===== src/rtl/cursor_pkg.sv =====
// Shared definitions for the cursor controller: button indices, FSM state
// encoding and the per-axis step arithmetic used for both X and Y.
package cursor_pkg;

    localparam int BTN_RIGHT = 0;
    localparam int BTN_UP    = 1;
    localparam int BTN_DOWN  = 2;
    localparam int BTN_LEFT  = 3;

    typedef enum logic [1:0] {
        IDLE   = 2'd0,
        DELAY  = 2'd1,
        REPEAT = 2'd2
    } state_t;

    // One axis move: pos + dir*step, then clamped or wrapped into [0, max_v].
    // Signed arithmetic so a step below zero is seen as negative.
    function automatic int axis_step(input int pos, input int dir, input int step,
                                     input int max_v, input bit wrap);
        int n;
        n = pos + dir * step;
        if (wrap) begin
            if (n < 0)
                n = n + max_v + 1;
            else if (n > max_v)
                n = n - max_v - 1;
        end else begin
            if (n < 0)
                n = 0;
            else if (n > max_v)
                n = max_v;
        end
        return n;
    endfunction

endpackage


===== src/rtl/btn_debounce.sv =====
// One push-button input path: two-flop synchroniser followed by a
// tick-counted debouncer. The level only follows the synchronised input once
// it has disagreed with the level for DB_TICKS consecutive ticks; any cycle
// of agreement restarts the count.
module btn_debounce #(
    parameter int DB_TICKS = 4
) (
    input  logic clk,
    input  logic rst,
    input  logic tick,
    input  logic raw,
    output logic level
);

    localparam int CW = $clog2(DB_TICKS + 1);

    logic          sync1;
    logic          sync2;
    logic [CW-1:0] cnt;

    // Bring the asynchronous pin into the clock domain.
    always_ff @(posedge clk or posedge rst) begin
        if (rst) begin
            sync1 <= 1'b0;
            sync2 <= 1'b0;
        end else begin
            sync1 <= raw;
            sync2 <= sync1;
        end
    end

    // Count ticks of sustained disagreement and flip the level when enough.
    always_ff @(posedge clk or posedge rst) begin
        if (rst) begin
            cnt   <= '0;
            level <= 1'b0;
        end else if (sync2 == level) begin
            cnt <= '0;
        end else if (tick) begin
            if (cnt == CW'(DB_TICKS - 1)) begin
                level <= sync2;
                cnt   <= '0;
            end else begin
                cnt <= cnt + 1'b1;
            end
        end
    end

endmodule


===== src/rtl/cursor_ctrl.sv =====
// Cursor position controller: four debounced buttons drive registered X/Y
// coordinates with diagonal moves, configurable step, edge clamping and
// auto-repeat while held.
// Optional feature macro CURSOR_CTRL_WRAP_EN: when defined, coordinates wrap
// around the edges instead of clamping, and every move event pulses moved.
module cursor_ctrl
    import cursor_pkg::*;
#(
    parameter int W         = 10,
    parameter int X_MAX     = 639,
    parameter int Y_MAX     = 479,
    parameter int DEFAULT_X = 320,
    parameter int DEFAULT_Y = 240,
    parameter int TICK_DIV  = 15,
    parameter int DB_TICKS  = 4,
    parameter int STEP      = 1,
    parameter int RPT_DELAY = 32,
    parameter int RPT_RATE  = 4
) (
    input  logic         clk,
    input  logic         rst,
    input  logic [3:0]   btn,
    output logic [W-1:0] x,
    output logic [W-1:0] y,
    output logic         moved,
    output logic [3:0]   held
);

`ifdef CURSOR_CTRL_WRAP_EN
    localparam bit WRAP = 1'b1;
`else
    localparam bit WRAP = 1'b0;
`endif

    localparam int RPT_MAX = (RPT_DELAY > RPT_RATE) ? RPT_DELAY : RPT_RATE;
    localparam int CW      = $clog2(RPT_MAX + 1);

    if (STEP > X_MAX || STEP > Y_MAX || DEFAULT_X > X_MAX || DEFAULT_Y > Y_MAX ||
        X_MAX >= (1 << W) || Y_MAX >= (1 << W)) begin : g_param_check
        $error("cursor_ctrl: illegal parameter combination");
    end

    logic [TICK_DIV-1:0] tcnt;
    logic                tick;
    state_t              state;
    logic [CW-1:0]       rpt_cnt;
    int                  dx;
    int                  dy;
    logic                act;
    logic [W-1:0]        x_new;
    logic [W-1:0]        y_new;
    logic                moved_nxt;
    logic                do_move;

    // Free-running tick prescaler; tick is high when the counter is all-ones.
    always_ff @(posedge clk or posedge rst) begin
        if (rst)
            tcnt <= '0;
        else
            tcnt <= tcnt + 1'b1;
    end

    assign tick = &tcnt;

    for (genvar i = 0; i < 4; i++) begin : g_btn
        btn_debounce #(
            .DB_TICKS(DB_TICKS)
        ) u_db (
            .clk  (clk),
            .rst  (rst),
            .tick (tick),
            .raw  (btn[i]),
            .level(held[i])
        );
    end

    // Direction from debounced levels, candidate position and move decision.
    always_comb begin
        dx = 0;
        dy = 0;
        if (held[BTN_RIGHT] && !held[BTN_LEFT])
            dx = 1;
        else if (held[BTN_LEFT] && !held[BTN_RIGHT])
            dx = -1;
        if (held[BTN_DOWN] && !held[BTN_UP])
            dy = 1;
        else if (held[BTN_UP] && !held[BTN_DOWN])
            dy = -1;
        act       = (dx != 0) || (dy != 0);
        x_new     = W'(axis_step(int'(x), dx, STEP, X_MAX, WRAP));
        y_new     = W'(axis_step(int'(y), dy, STEP, Y_MAX, WRAP));
        moved_nxt = WRAP || (x_new != x) || (y_new != y);
        do_move   = 1'b0;
        case (state)
            IDLE:    do_move = act;
            DELAY:   do_move = act && tick && (rpt_cnt == CW'(RPT_DELAY - 1));
            REPEAT:  do_move = act && tick && (rpt_cnt == CW'(RPT_RATE - 1));
            default: do_move = 1'b0;
        endcase
    end

    // Press / delay / repeat sequencing with registered coordinates and pulse.
    always_ff @(posedge clk or posedge rst) begin
        if (rst) begin
            state   <= IDLE;
            rpt_cnt <= '0;
            x       <= W'(DEFAULT_X);
            y       <= W'(DEFAULT_Y);
            moved   <= 1'b0;
        end else begin
            moved <= 1'b0;
            if (do_move) begin
                x     <= x_new;
                y     <= y_new;
                moved <= moved_nxt;
            end
            case (state)
                IDLE: begin
                    if (act) begin
                        state   <= DELAY;
                        rpt_cnt <= '0;
                    end
                end
                DELAY: begin
                    if (!act) begin
                        state <= IDLE;
                    end else if (tick) begin
                        if (do_move) begin
                            state   <= REPEAT;
                            rpt_cnt <= '0;
                        end else begin
                            rpt_cnt <= rpt_cnt + 1'b1;
                        end
                    end
                end
                REPEAT: begin
                    if (!act) begin
                        state <= IDLE;
                    end else if (tick) begin
                        if (do_move)
                            rpt_cnt <= '0;
                        else
                            rpt_cnt <= rpt_cnt + 1'b1;
                    end
                end
                default: state <= IDLE;
            endcase
        end
    end

endmodule

===== config.mk =====
export PLATFORM = sky130hd
export DESIGN_NAME = cursor_ctrl
export DESIGN_NICKNAME = d
export VERILOG_FILES = /design/src/rtl/cursor_pkg.sv /design/src/rtl/btn_debounce.sv /design/src/rtl/cursor_ctrl.sv
export SDC_FILE = /design/constraint.sdc
export NUM_CORES = 1
export LEC_CHECK = 0
export ABC_AREA = 0
export CAP_MARGIN = 40
export CORE_MARGIN = 4
export CORE_UTILIZATION = 70
export CTS_CLUSTER_SIZE = 40
export DETAILED_ROUTE_END_ITERATION = 10
export DONT_BUFFER_PORTS = 1
export GPL_ROUTABILITY_DRIVEN = 0
export HOLD_SLACK_MARGIN = 0.05
export PLACE_DENSITY = 0.83
export SLEW_MARGIN = 20
export SYNTH_ARGS = -nofsm -noshare
export SYNTH_HDL_FRONTEND = slang
export SYNTH_SLANG_ARGS = --single-unit

===== constraint.sdc =====
create_clock -name clk -period 11.25 [get_ports clk]
set_input_delay 1.125 -clock clk [delete_from_list [all_inputs] [get_ports clk]]
set_output_delay 1.125 -clock clk [all_outputs]
set_load 0.1 [all_outputs]

Word level (Yosys, flattened, before mapping)
Index checks and enable logic that the tools add are counted.
- magnitude comparators: 4
- equal/unequal tests: 20
- reduce and logical (&&, ||, !) cells: 29
- multiplexer cells: 33
- add/subtract/negate cells: 8
- bitwise gates (word level): 4
- operators with widths (operator ; count):
    two-way mux 32 bit ; 4
    AND reduction 17 bit ; 4
    adder 11 x 32 -> 32 bit ; 2
    less-than comparator 32 x 1 -> 1 bit, second input constant ; 2
    nonzero test 32 bit ; 2
    two-way mux 10 bit ; 4
    two-way mux 3 bit ; 12
    greater-than comparator 32 x 10 -> 1 bit, second input constant ; 1
    greater-than comparator 32 x 11 -> 1 bit, second input constant ; 1
    two-way mux 6 bit ; 4
    inequality test 10 bit ; 2
    adder 15 x 1 -> 15 bit, second input constant ; 1
    AND reduction 15 bit ; 1
    adder 3 x 1 -> 3 bit, second input constant ; 4
    equality test 3 x 2 -> 1 bit, second input constant ; 4
    case mux 6 bit (2 select lines) ; 1
    two-way mux 2 bit ; 5
    nonzero test 2 bit ; 5
    AND reduction 4 bit ; 2
    logical AND 1 bit ; 7
    adder 6 x 1 -> 6 bit, second input constant ; 1
    equality test 6 x 2 -> 1 bit, second input constant ; 1
    equality test 6 x 5 -> 1 bit, second input constant ; 1
    inequality test 3 bit, second input constant ; 2
    13 further kinds ; 25
- bits in registers: 68

Logic depth before layout (Yosys ltp)
Gate-level depths: netlist of the first run.
- depth after elaboration: 13
- mapped depth: 23

Cells and area by module
Synthesis of the first run repeated with hierarchy kept, for this count alone.
- cell total of the unflattened synthesis: 591
- area total of the unflattened synthesis: 5163.7 um^2
- modules (own cells, without submodules) (module ; area each (um^2) ; instances ; cells an instance):
    cursor_ctrl ; 4151.5 ; 1 ; 507
    btn_debounce (g_btn[1].u_db ...) ; 254.0 ; 3 ; 21
    btn_debounce (g_btn[0].u_db) ; 250.2 ; 1 ; 21

Least setup slack after synthesis of the first run
Ideal clock, no wire load.
- kind: reg-to-reg
- start: register y[1]
- end: register moved
- path slack: 6.266 ns
- period minus slack after synthesis: 4.984 ns
- data required time: 11.119 ns
- arrival: 4.852 ns
- stages on the path, launching flop included: 19
- path through: dfrtp_1 buf_2 xor2_1 ha_1 a21boi_1 o22a_2 nand2_1 o21ai_0 o21a_1 o21ai_0 ha_1 nand4b_1 or4_2 a2111oi_4 o41ai_2 o41ai_2 a21oi_1 a211oi_1 a21oi_1
- word-level cells in the longest chain between the ends: 7
- elaborated cells between the ends (all ways): 8
- ends and longest elaborated chain (item ; RTL line ; source):
    start, declared ; cursor_ctrl.sv:24 ; output logic [W-1:0] y,
    start signal, assigned ; cursor_ctrl.sv:108 ; y <= W'(DEFAULT_Y);
    start signal, assigned ; cursor_ctrl.sv:114 ; y <= y_new;
    adder 11 x 32 -> 32 bit ; cursor_pkg.sv:21 ; n = pos + dir * step;
    greater-than comparator 32 x 10 -> 1 bit ; cursor_pkg.sv:30 ; else if (n > max_v)
    two-way mux 10 bit ; cursor_pkg.sv:30 ;
    two-way mux 10 bit ; cursor_pkg.sv:28 ; if (n < 0)
    inequality test 10 bit (*) ; cursor_ctrl.sv:92 ; moved_nxt = WRAP || (x_new != x) || (y_new != y);
    logical OR 1 bit (*) ; cursor_ctrl.sv:92 ;
    two-way mux 1 bit (*) ; cursor_ctrl.sv:112 ; if (do_move) begin
    end signal, assigned ; cursor_ctrl.sv:115 ; moved <= moved_nxt;
    end, declared ; cursor_ctrl.sv:25 ; output logic moved,
Mark *: on every way between the ends. The rest lies on a longest branch, timed or not.
A chain may end at the register's enable or synchronous reset.

Final worst setup path of the first run
- start: register g_btn[2].u_db.level
- end: register moved
- word-level cells in the longest chain between the ends: 11
- elaborated cells between the ends (all ways): 19
- ends and longest elaborated chain (item ; RTL line ; source):
    start, declared ; btn_debounce.sv:12 ; output logic level
    start signal, assigned ; btn_debounce.sv:41 ; level <= sync2;
    zero test 1 bit ; cursor_ctrl.sv:87 ; else if (held[BTN_UP] && !held[BTN_DOWN])
    logical AND 1 bit ; cursor_ctrl.sv:87 ;
    two-way mux 32 bit ; cursor_ctrl.sv:87 ;
    two-way mux 32 bit (*) ; cursor_ctrl.sv:85 ; if (held[BTN_DOWN] && !held[BTN_UP])
    adder 11 x 32 -> 32 bit ; cursor_pkg.sv:21 ;
    greater-than comparator 32 x 10 -> 1 bit ; cursor_pkg.sv:30 ;
    two-way mux 10 bit ; cursor_pkg.sv:30 ;
    two-way mux 10 bit ; cursor_pkg.sv:28 ;
    inequality test 10 bit ; cursor_ctrl.sv:92 ;
    logical OR 1 bit ; cursor_ctrl.sv:92 ;
    two-way mux 1 bit (*) ; cursor_ctrl.sv:112 ;
Marked as above.

==> results.yml, run 1 <==
power:
  power_leakage_nw: 2.52
  p_total_w: 0.000482
  irDropWorstVdd_mv: 0.106
  p_per_area_nw_per_um2: 83.0
floorplanning:
  start_util_pct: 73.7
  die_h_um: 96.3
  die_width_um: 96.3
  dieArea_um2: 9280
  num_rows: 31
  core_area_um2: 7410
  io_pins: 31
timing:
  rsz0062_at_grt: "no"
  report.final.hold_viol_count: 0
  slew_viol_final: 0
  worst_pin_slew_ns: 0.881
  tns_ns: 0
  period_minus_slack_ns: 5.43
  fmax_ghz: 0.184
  skew_ns: 0.00977
  setup_violations: 0
  fin_crit_sh_pct: 48.3
  maxSlewHeadroom_pct: 41.3
synth:
  syn_avg_cell_area_um2: 9.01
  yosys_warnings: 0
  synth_cell_types: 94
  syn_inst: 606
  synth_most_common_cell: "dfrtp_1"
  ys_async_sr_fraction_pct: 100
  synth_edf_count: 0
  netlist.area_leader.share_pct: 28.4
  synth_area_leaders: "dfrtp_1 28%, ha_1 6.9%, nand2_1 3.9%"
  ys.flop_type: "dfrtp_1"
  netlist_top_cells_count: "62 x dfrtp_1, 57 x nand2_1, 42 x a21oi_1"
  synth_area_leader_cell: "dfrtp_1"
  synth_fp_nets: 642
  ys_seq_area_share_pct: 31.3
  ys_ff_latch: 68
  netlist_area_um2: 5460
global_routing:
  overflow: 0
  grt_max_degree: 69
  grt_pass1_wl_mm: 21.2
  antenna_found_initial: 0
  grt_pass1_vias: 4529
  track_usage_pct: 28.8
routing:
  post-route-drc-count: 0
  vias: 4749
  drt_iter0_markers: 542
  vias_per_cell: 6.75
  firstDrtPassIters: 6
  route.detailed.wl_per_inst_um: 18.0
  final_antenna_net_count: 0
  drt_wl_total_mm: 12.7
min_path:
  hp-class: "flip-flop to flip-flop"
worst_setup_path:
  r2r-start: "g_btn[2].u_db.level"
  worstRegToRegCells: 20
  required_ns: 11.49
  cp_max_fo: 36
  startpoint_type: "flip-flop"
  endpoint: "moved"
  reg2reg_slack_ns: 5.82
  startpoint: "g_btn[2].u_db.level"
  critPathKind: "flip-flop to flip-flop"
  end_kind: "flip-flop"
  rr_endpoint: "moved"
  cp.arrival_ns: 5.67
place:
  place.port_buffers: 0
  dp_hpwl_mm: 8.65
clock_network:
  cts_root_buffer: "clkbuf_8"
  ctsResizeCount: 0
  clk_pin_slew_ns: 0.08
  post_cts_buffers: 0
  holdBufCountCts: 0
  h-tree-depth: 3
  clk-insertion-delay-late_ns: 0.36
  clock_sinks: 68
  clk_path_buf_depth: 2
  cts_buffers: 9
  cts_tree: "done"
run_status:
  status: "finished clean"
cells_and_area:
  syn2layout_area_growth_pct: 6.37
  drive_above_1_share_pct: 13.6
  fin_nets: 636
  antenna_cells: 0
flow_run:
  cap_violations: 0
[sequential cells by signal, summed over array words and instances, names as in the netlist]
| signal | count |
|---|---|
| g_btn.u_db.cnt | 12 |
| moved | 1 |
| state | 2 |
| g_btn.u_db.level | 4 |
| g_btn.u_db.sync2 | 4 |
| tcnt | 15 |
| g_btn.u_db.sync1 | 4 |
| x | 10 |
| rpt_cnt | 6 |
| y | 10 |
[metrics by stage]
stage / hold WS, ns / util, % / cell area, um2 / instances / setup WS, ns
global placement: 0.332 / 72.3 / 5360 / 676 / 5.55
floorplan: 0.331 / - / 5460 / 606 / 6.27
finish: 0.355 / 78.4 / 5810 / 704 / 5.82
detailed placement: 0.340 / 74.9 / 5550 / 686 / 5.89
CTS: 0.358 / 77.8 / 5770 / 702 / 5.87
global route: 0.358 / 78.4 / 5810 / 704 / 5.33
[critical path, cell delays in order, from the launching register on]
cell	delay [ns]
dfrtp_1	0.45
inv_1	0.14
ha_1	0.17
buf_4	0.38
xor2_1	0.19
ha_1	0.20
a21boi_1	0.26
o22a_2	0.18
nand2_1	0.07
o21ai_0	0.35
o21a_1	0.17
o21ai_0	0.10
ha_1	0.32
nand4b_1	0.08
or4_2	0.66
a2111oi_4	0.56
o41ai_2	0.31
o21ai_1	0.22
nand4_1	0.11
nor4_1	0.29
a21oi_1	0.10
[how the worst min path moves through the flow]
stage / from / end / slack (ns) / depth (start not counted)
2_1_floorplan: g_btn[0].u_db.sync1 / g_btn[0].u_db.sync2 / 0.33 / 0
3_3_place_gp: g_btn[3].u_db.sync1 / g_btn[3].u_db.sync2 / 0.33 / 0
3_5_place_dp: g_btn[0].u_db.sync1 / g_btn[0].u_db.sync2 / 0.34 / 0
4_1_cts: g_btn[0].u_db.sync1 / g_btn[0].u_db.sync2 / 0.36 / 0
5_1_grt: g_btn[0].u_db.sync1 / g_btn[0].u_db.sync2 / 0.36 / 0
6_report: g_btn[0].u_db.sync1 / g_btn[0].u_db.sync2 / 0.36 / 0
[cells by family (layout without fill, tap and decap cells)]
kind of cell               Yosys count  in the layout  synth area share (%)
buffers and inverters               67             66                  7.86
AOI/OAI and AO/OA                  182            182                  24.4
xor gates and xnor gates            41             41                  6.92
DFF                                 68             68                  31.3
adders and majority gates           30             30                  6.87
and+or+nand+nor                    210            210                  21.1
muxes                                8              8                  1.60
[where the power goes]
| part | total, W | switching [W] | internal (W) |
|---|---|---|---|
| clock network | 0.000228 | 0.000102 | 0.000126 |
| logic | 0.00000718 | 0.00000524 | 0.00000194 |
| registers | 0.000246 | 0.000000690 | 0.000246 |
[cell usage in the layout, fill, tap and decap left out, types with 5 or more instances in the layout]
cell / n
o31ai_1: 11
nand4_1: 6
a31oi_1: 11
mux2_2: 5
nand2_1: 57
nor2b_1: 9
o22a_1: 9
clkbuf_8: 9
xnor2_1: 23
o31a_1: 7
a32oi_1: 6
nand3_1: 17
and4_1: 5
dfrtp_1: 62
a21o_1: 5
inv_1: 20
o21ai_1: 5
a21oi_1: 42
nor4_1: 5
nor2_1: 37
o21ai_0: 25
nand2b_1: 11
buf_4: 16
ha_1: 30
xor2_1: 17
and2_1: 5
nor3_1: 15
dfstp_2: 6
and3_1: 7
buf_16: 7
[routing by layer]
metal	routed length (um)	global-route usage (%)	up-vias
li1	-	-	2235
met1	5300	37.9	2265
met2	6240	47.8	220
met3	909	5.79	29
met4	255	8.88	0
met5	0	0	-
[cell type report]
class | count | area [um2]
Multi-Input combinational cell | 471 | 3320
Clock buffer | 11 | 131
Tap cell | 99 | 124
Inverter | 22 | 82.6
Clock inverter | 5 | 85.1
Timing Repair Buffer | 28 | 354
Fill cell | 476 | 1600
Sequential cell | 68 | 1710
Power figures use the tool's default switching activity.
==> run 2, diff against run 1 <==
- CORE_UTILIZATION: 70 -> 65
- PLACE_DENSITY: 0.83 -> 0.78
- clock period: 11.25 -> 5.3 ns (I/O delays scaled with it)
==> run 2 against run 1 <==
  * Clock skew about the same
  * Flip-flop and latch count did not move
  * Non-clock buffer count grew 4
  * Critical path depth did not move
  * Maximum frequency is 9.0% higher
  * Sequential power up 110%
==> results.yml, run 2 (synthesis gave the netlist of run 1 again) <==
floorplanning:
  die_width_um: 99.7
  io_pins: 31
  start_util_pct: 66.8
  dieArea_um2: 9930
  core_area_um2: 8180
  num_rows: 33
  die_h_um: 99.7
clock_network:
  clock_sinks: 68
  clk_path_buf_depth: 2
  cts_root_buffer: "clkbuf_8"
  cts_buffers: 9
  cts_tree: "done"
  h-tree-depth: 3
  clk-insertion-delay-late_ns: 0.35
  clk_pin_slew_ns: 0.08
routing:
  drt_wl_total_mm: 11.9
  vias: 4647
  final_antenna_net_count: 0
  firstDrtPassIters: 6
  route.detailed.wl_per_inst_um: 16.7
  post-route-drc-count: 0
  drt_iter0_markers: 281
  vias_per_cell: 6.51
cells_and_area:
  largest_reg_flops: 15
  syn2layout_area_growth_pct: 5.11
  top_register: "tcnt"
  fin_cells: 714
  drive_above_1_share_pct: 14.9
  final_cell_mix: "62 x dfrtp_1, 57 x nand2_1, 42 x a21oi_1, 37 x nor2_1, 31 x buf_4"
  final_common_cell: "dfrtp_1"
  top_regs: "tcnt x15, g_btn.u_db.cnt x12"
  antenna_cells: 0
  stdcell_area_um2: 5740
  fin_nets: 640
place:
  place_inst: 695
  place.port_buffers: 0
  dpl_cell_area_um2: 5460
  dp_hpwl_mm: 8.43
global_routing:
  overflow: 0
  grt_pass1_vias: 4274
  track_usage_pct: 25.0
  grt_pass1_wl_mm: 20.5
  antenna_found_initial: 0
  grt_max_degree: 69
timing:
  skew_ns: 0.0102
  worst_pin_slew_ns: 0.895
  tns_ns: 0
  period_minus_slack_ns: 4.99
  fmax_ghz: 0.201
  fin_crit_sh_pct: 94.1
  maxSlewHeadroom_pct: 40.4
  slew_viol_final: 0
  report.final.hold_viol_count: 0
  rsz0062_at_grt: "no"
  setup_violations: 0
worst_setup_path:
  required_ns: 5.51
  cp.arrival_ns: 5.20
  cp_max_fo: 5
  critPathKind: "flip-flop to flip-flop"
  startpoint_type: "flip-flop"
  reg2reg_slack_ns: 0.31
  end_kind: "flip-flop"
min_path:
  hp-class: "input port to asynchronous set/reset pin"
power:
  power_leakage_nw: 2.54
  p_per_area_nw_per_um2: 178
  irDropWorstVdd_mv: 0.267
flow_run:
  cap_violations: 0
run_status:
  status: "finished clean"
## run 2: area by class of cell
class	count	area [um2]
timing repair buffer	32	260
fill	617	2440
inverter	22	82.6
clock buffer	9	124
sequential	68	1710
clock inverter	7	98.8
multi-input combinational	471	3330
tap	105	131
## run 2: worst paths after layout
check / endpoint / startpoint / cells past startpoint
min in group clk: g_btn[0].u_db.sync1 / btn[0] / 0
setup / recovery: moved / g_btn[1].u_db.level / 20
hold reg to reg: g_btn[3].u_db.sync2 / g_btn[3].u_db.sync1 / 0
setup reg to reg: moved / g_btn[1].u_db.level / 20
hold / removal: g_btn[2].u_db.cnt[0] / rst / 2
max in group asynchronous: x[8] / rst / 3
## run 2: repair_timing
item                       4_1_cts  5_1_grt
hold buffers                     0        0
buffers inserted                 0        2
gates resized for setup          0        1
setup endpoints to repair        0        1
## run 2: metrics by stage
step | setup slack [ns] | hold WS [ns] | util, % | power (W)
CTS | 0.185 | 0.192 | 69.5 | 0.00103
global placement | 0.446 | 0.332 | 66.8 | 0.000546
detailed placement | 0.242 | 0.343 | 66.8 | 0.000547
floorplan | 0.316 | 0.331 | - | 0.000543
global route | 0.0486 | 0.105 | 70.2 | 0.00106
finish | 0.314 | 0.100 | 70.2 | 0.00102
## run 2: layer usage
layer	GRT usage (%)	routed length, um	vias up
met1	33.9	5170	2238
met4	7.77	242	0
li1	-	-	2235
met2	40.8	5860	150
met5	0	0	-
met3	4.91	660	24
## run 2: worst max-delay path, cell delays in order, from the launching register on
cell and delay, ns:
dfrtp_1 0.35, buf_4 0.32, ha_1 0.26, xor2_1 0.18
ha_1 0.23, a21boi_1 0.29, o22a_2 0.19, nand2_1 0.08
o21ai_0 0.30, o21a_1 0.17, o21ai_0 0.08, ha_1 0.30
nand4b_1 0.09, or4_2 0.65, a2111oi_4 0.28, buf_4 0.20
nand2_1 0.08, mux2i_1 0.20, o311ai_0 0.15, nor4_1 0.32
a21oi_1 0.11
## run 2: power breakdown
group          internal, W  switching [W]  total (W)
registers         0.000522     0.00000144   0.000523
logic           0.00000411      0.0000111  0.0000153
clock network     0.000268       0.000216   0.000484
total             0.000794       0.000228    0.00102
==> run 3, diff against run 2 <==
- PLACE_DENSITY: 0.78 -> 0.81
- clock period: 5.3 -> 5.09 ns (I/O delays scaled with it)
==> run 3 against run 2 <==
  * Via count increased by 0.39%
  * Cell count increased by 0.56%
  * First-iteration DRC count increased by 7.1%
  * Hold slack improved by 0.016 ns
  * Setup slack improved by 0.039 ns
  * Largest power group unchanged
==> results.yml, run 3 (synthesis gave the netlist of run 1 again) <==
timing:
  maxSlewHeadroom_pct: 41.4
  finalWorstSetupSlack_ns: 0.353
  rsz0062_at_grt: "no"
  setup_violations: 0
  period_minus_slack_ns: 4.74
  report.final.hold_viol_count: 0
  worst_pin_slew_ns: 0.879
  skew_ns: 0.0135
  tns_ns: 0
  hold_ws_ns: 0.116
  slew_viol_final: 0
  fin_crit_sh_pct: 93.1
  fmax_ghz: 0.211
floorplanning:
  core_area_um2: 8180
  die_width_um: 99.7
  io_pins: 31
  start_util_pct: 66.8
  dieArea_um2: 9930
  num_rows: 33
  die_h_um: 99.7
cells_and_area:
  syn2layout_area_growth_pct: 5.09
  largest_reg_flops: 15
  antenna_cells: 0
  final_common_cell: "dfrtp_1"
  fin_nets: 644
  final_util_pct: 70.2
  drive_above_1_share_pct: 15.7
  top_register: "tcnt"
  final_cell_mix: "62 x dfrtp_1, 57 x nand2_1, 42 x a21oi_1, 37 x nor2_1, 35 x buf_4"
  top_regs: "tcnt x15, g_btn.u_db.cnt x12"
clock_network:
  cts_root_buffer: "clkbuf_8"
  cts_buffers: 9
  holdBufCountCts: 0
  h-tree-depth: 3
  clk_path_buf_depth: 2
  clk_pin_slew_ns: 0.09
  clock_sinks: 68
  clk-insertion-delay-late_ns: 0.36
  cts_tree: "done"
worst_setup_path:
  worstRegToRegCells: 20
  critPathKind: "flip-flop to flip-flop"
  worst-path-buf-inv: 2
  crit_cells: 20
  max_stage_delay_ns: 0.65
  required_ns: 5.31
  cp.arrival_ns: 4.96
  end_kind: "flip-flop"
  cp_max_fo: 5
  path_common_cell: "ha_1"
  path_delay_family: "compound AO/OA/AOI/OAI gates"
  startpoint_type: "flip-flop"
  path_cells: "ha_1, inv_1, ha_1, ha_1, a21boi_1, o22a_2, nand2_1, o21ai_1, o21a_1, o21ai_0, ha_1, nand4b_1, or4_2, a2111oi_4, buf_4, a21oi_1, a2111oi_2, a21oi_1, a211oi_1, a21oi_1"
  slowest_stage: "or4_2"
routing:
  vias_per_cell: 6.50
  final_antenna_net_count: 0
  firstDrtPassIters: 4
  drt_wl_total_mm: 12.2
  route.detailed.wl_per_inst_um: 17.0
  drt_iter0_markers: 301
  vias: 4665
  post-route-drc-count: 0
run_status:
  status: "finished clean"
flow_run:
  cap_violations: 0
global_routing:
  antenna_found_initial: 0
  grt_pass1_vias: 4449
  grt_pass1_wl_mm: 21.0
  grt_max_degree: 69
  track_usage_pct: 25.6
  overflow: 0
power:
  power_leakage_nw: 2.52
  p_total_w: 0.00104
  irDropWorstVdd_mv: 0.270
  p_per_area_nw_per_um2: 181
place:
  place.port_buffers: 0
  dp_hpwl_mm: 8.47
  dp_slack_ns: 0.197
min_path:
  hp-class: "input port to asynchronous set/reset pin"
[run 3: through the flow]
stage | instance area [um2] | cells
after detailed placement | 5500 | 700
after CTS | 5710 | 716
after global routing | 5740 | 718
after global placement | 5500 | 700
final | 5740 | 718
after floorplan | 5460 | 606
[run 3: worst reg2reg max path: cells and delay by family, from the launching register on]
kind                     cells  cell delay, ns
AND/OR/NAND/NOR              3            0.81
adder cells (fa/ha/maj)      4            0.99
buffers and inverters        2            0.27
flip-flops                   1            0.41
AO/OA/AOI/OAI               11            2.15
[run 3: worst paths after layout]
kind | to | slack (ns) | start
worst min-delay path | x[0] | 0.12 | rst
worst max-delay path | moved | 0.35 | g_btn[1].u_db.level
worst min register to register | g_btn[2].u_db.sync2 | 0.36 | g_btn[2].u_db.sync1
min in group clk | g_btn[0].u_db.sync1 | 0.17 | btn[0]
max in group asynchronous | g_btn[1].u_db.sync2 | 4.45 | rst
worst max register to register | moved | 0.35 | g_btn[1].u_db.level
[run 3: where the power goes]
part	switching (W)	internal [W]
Combinational	0.0000116	0.00000363
Clock	0.000241	0.000235
Sequential	0.00000145	0.000543
[run 3: timing repair]
action	CTS	global route
buffers inserted	0	1
resized for setup	0	2
endpoints found under the setup margin	0	1
[run 3: layout make-up]
| class | instances | area (um2) |
|---|---|---|
| fill | 610 | 2440 |
| clock inverter | 7 | 83.8 |
| sequential | 68 | 1710 |
| inverter | 22 | 82.6 |
| tap | 105 | 131 |
| clock buffer | 9 | 124 |
| multi-input combinational | 471 | 3320 |
| timing repair buffer | 36 | 283 |
[run 3: metal layers]
| metal | routed length, um | vias to the layer above | GRT usage, % |
|---|---|---|---|
| li1 | - | 2240 | - |
| met5 | 0 | - | 0 |
| met3 | 678 | 16 | 6.03 |
| met1 | 5170 | 2261 | 33.5 |
| met2 | 6200 | 148 | 42.3 |
| met4 | 134 | 0 | 7.56 |
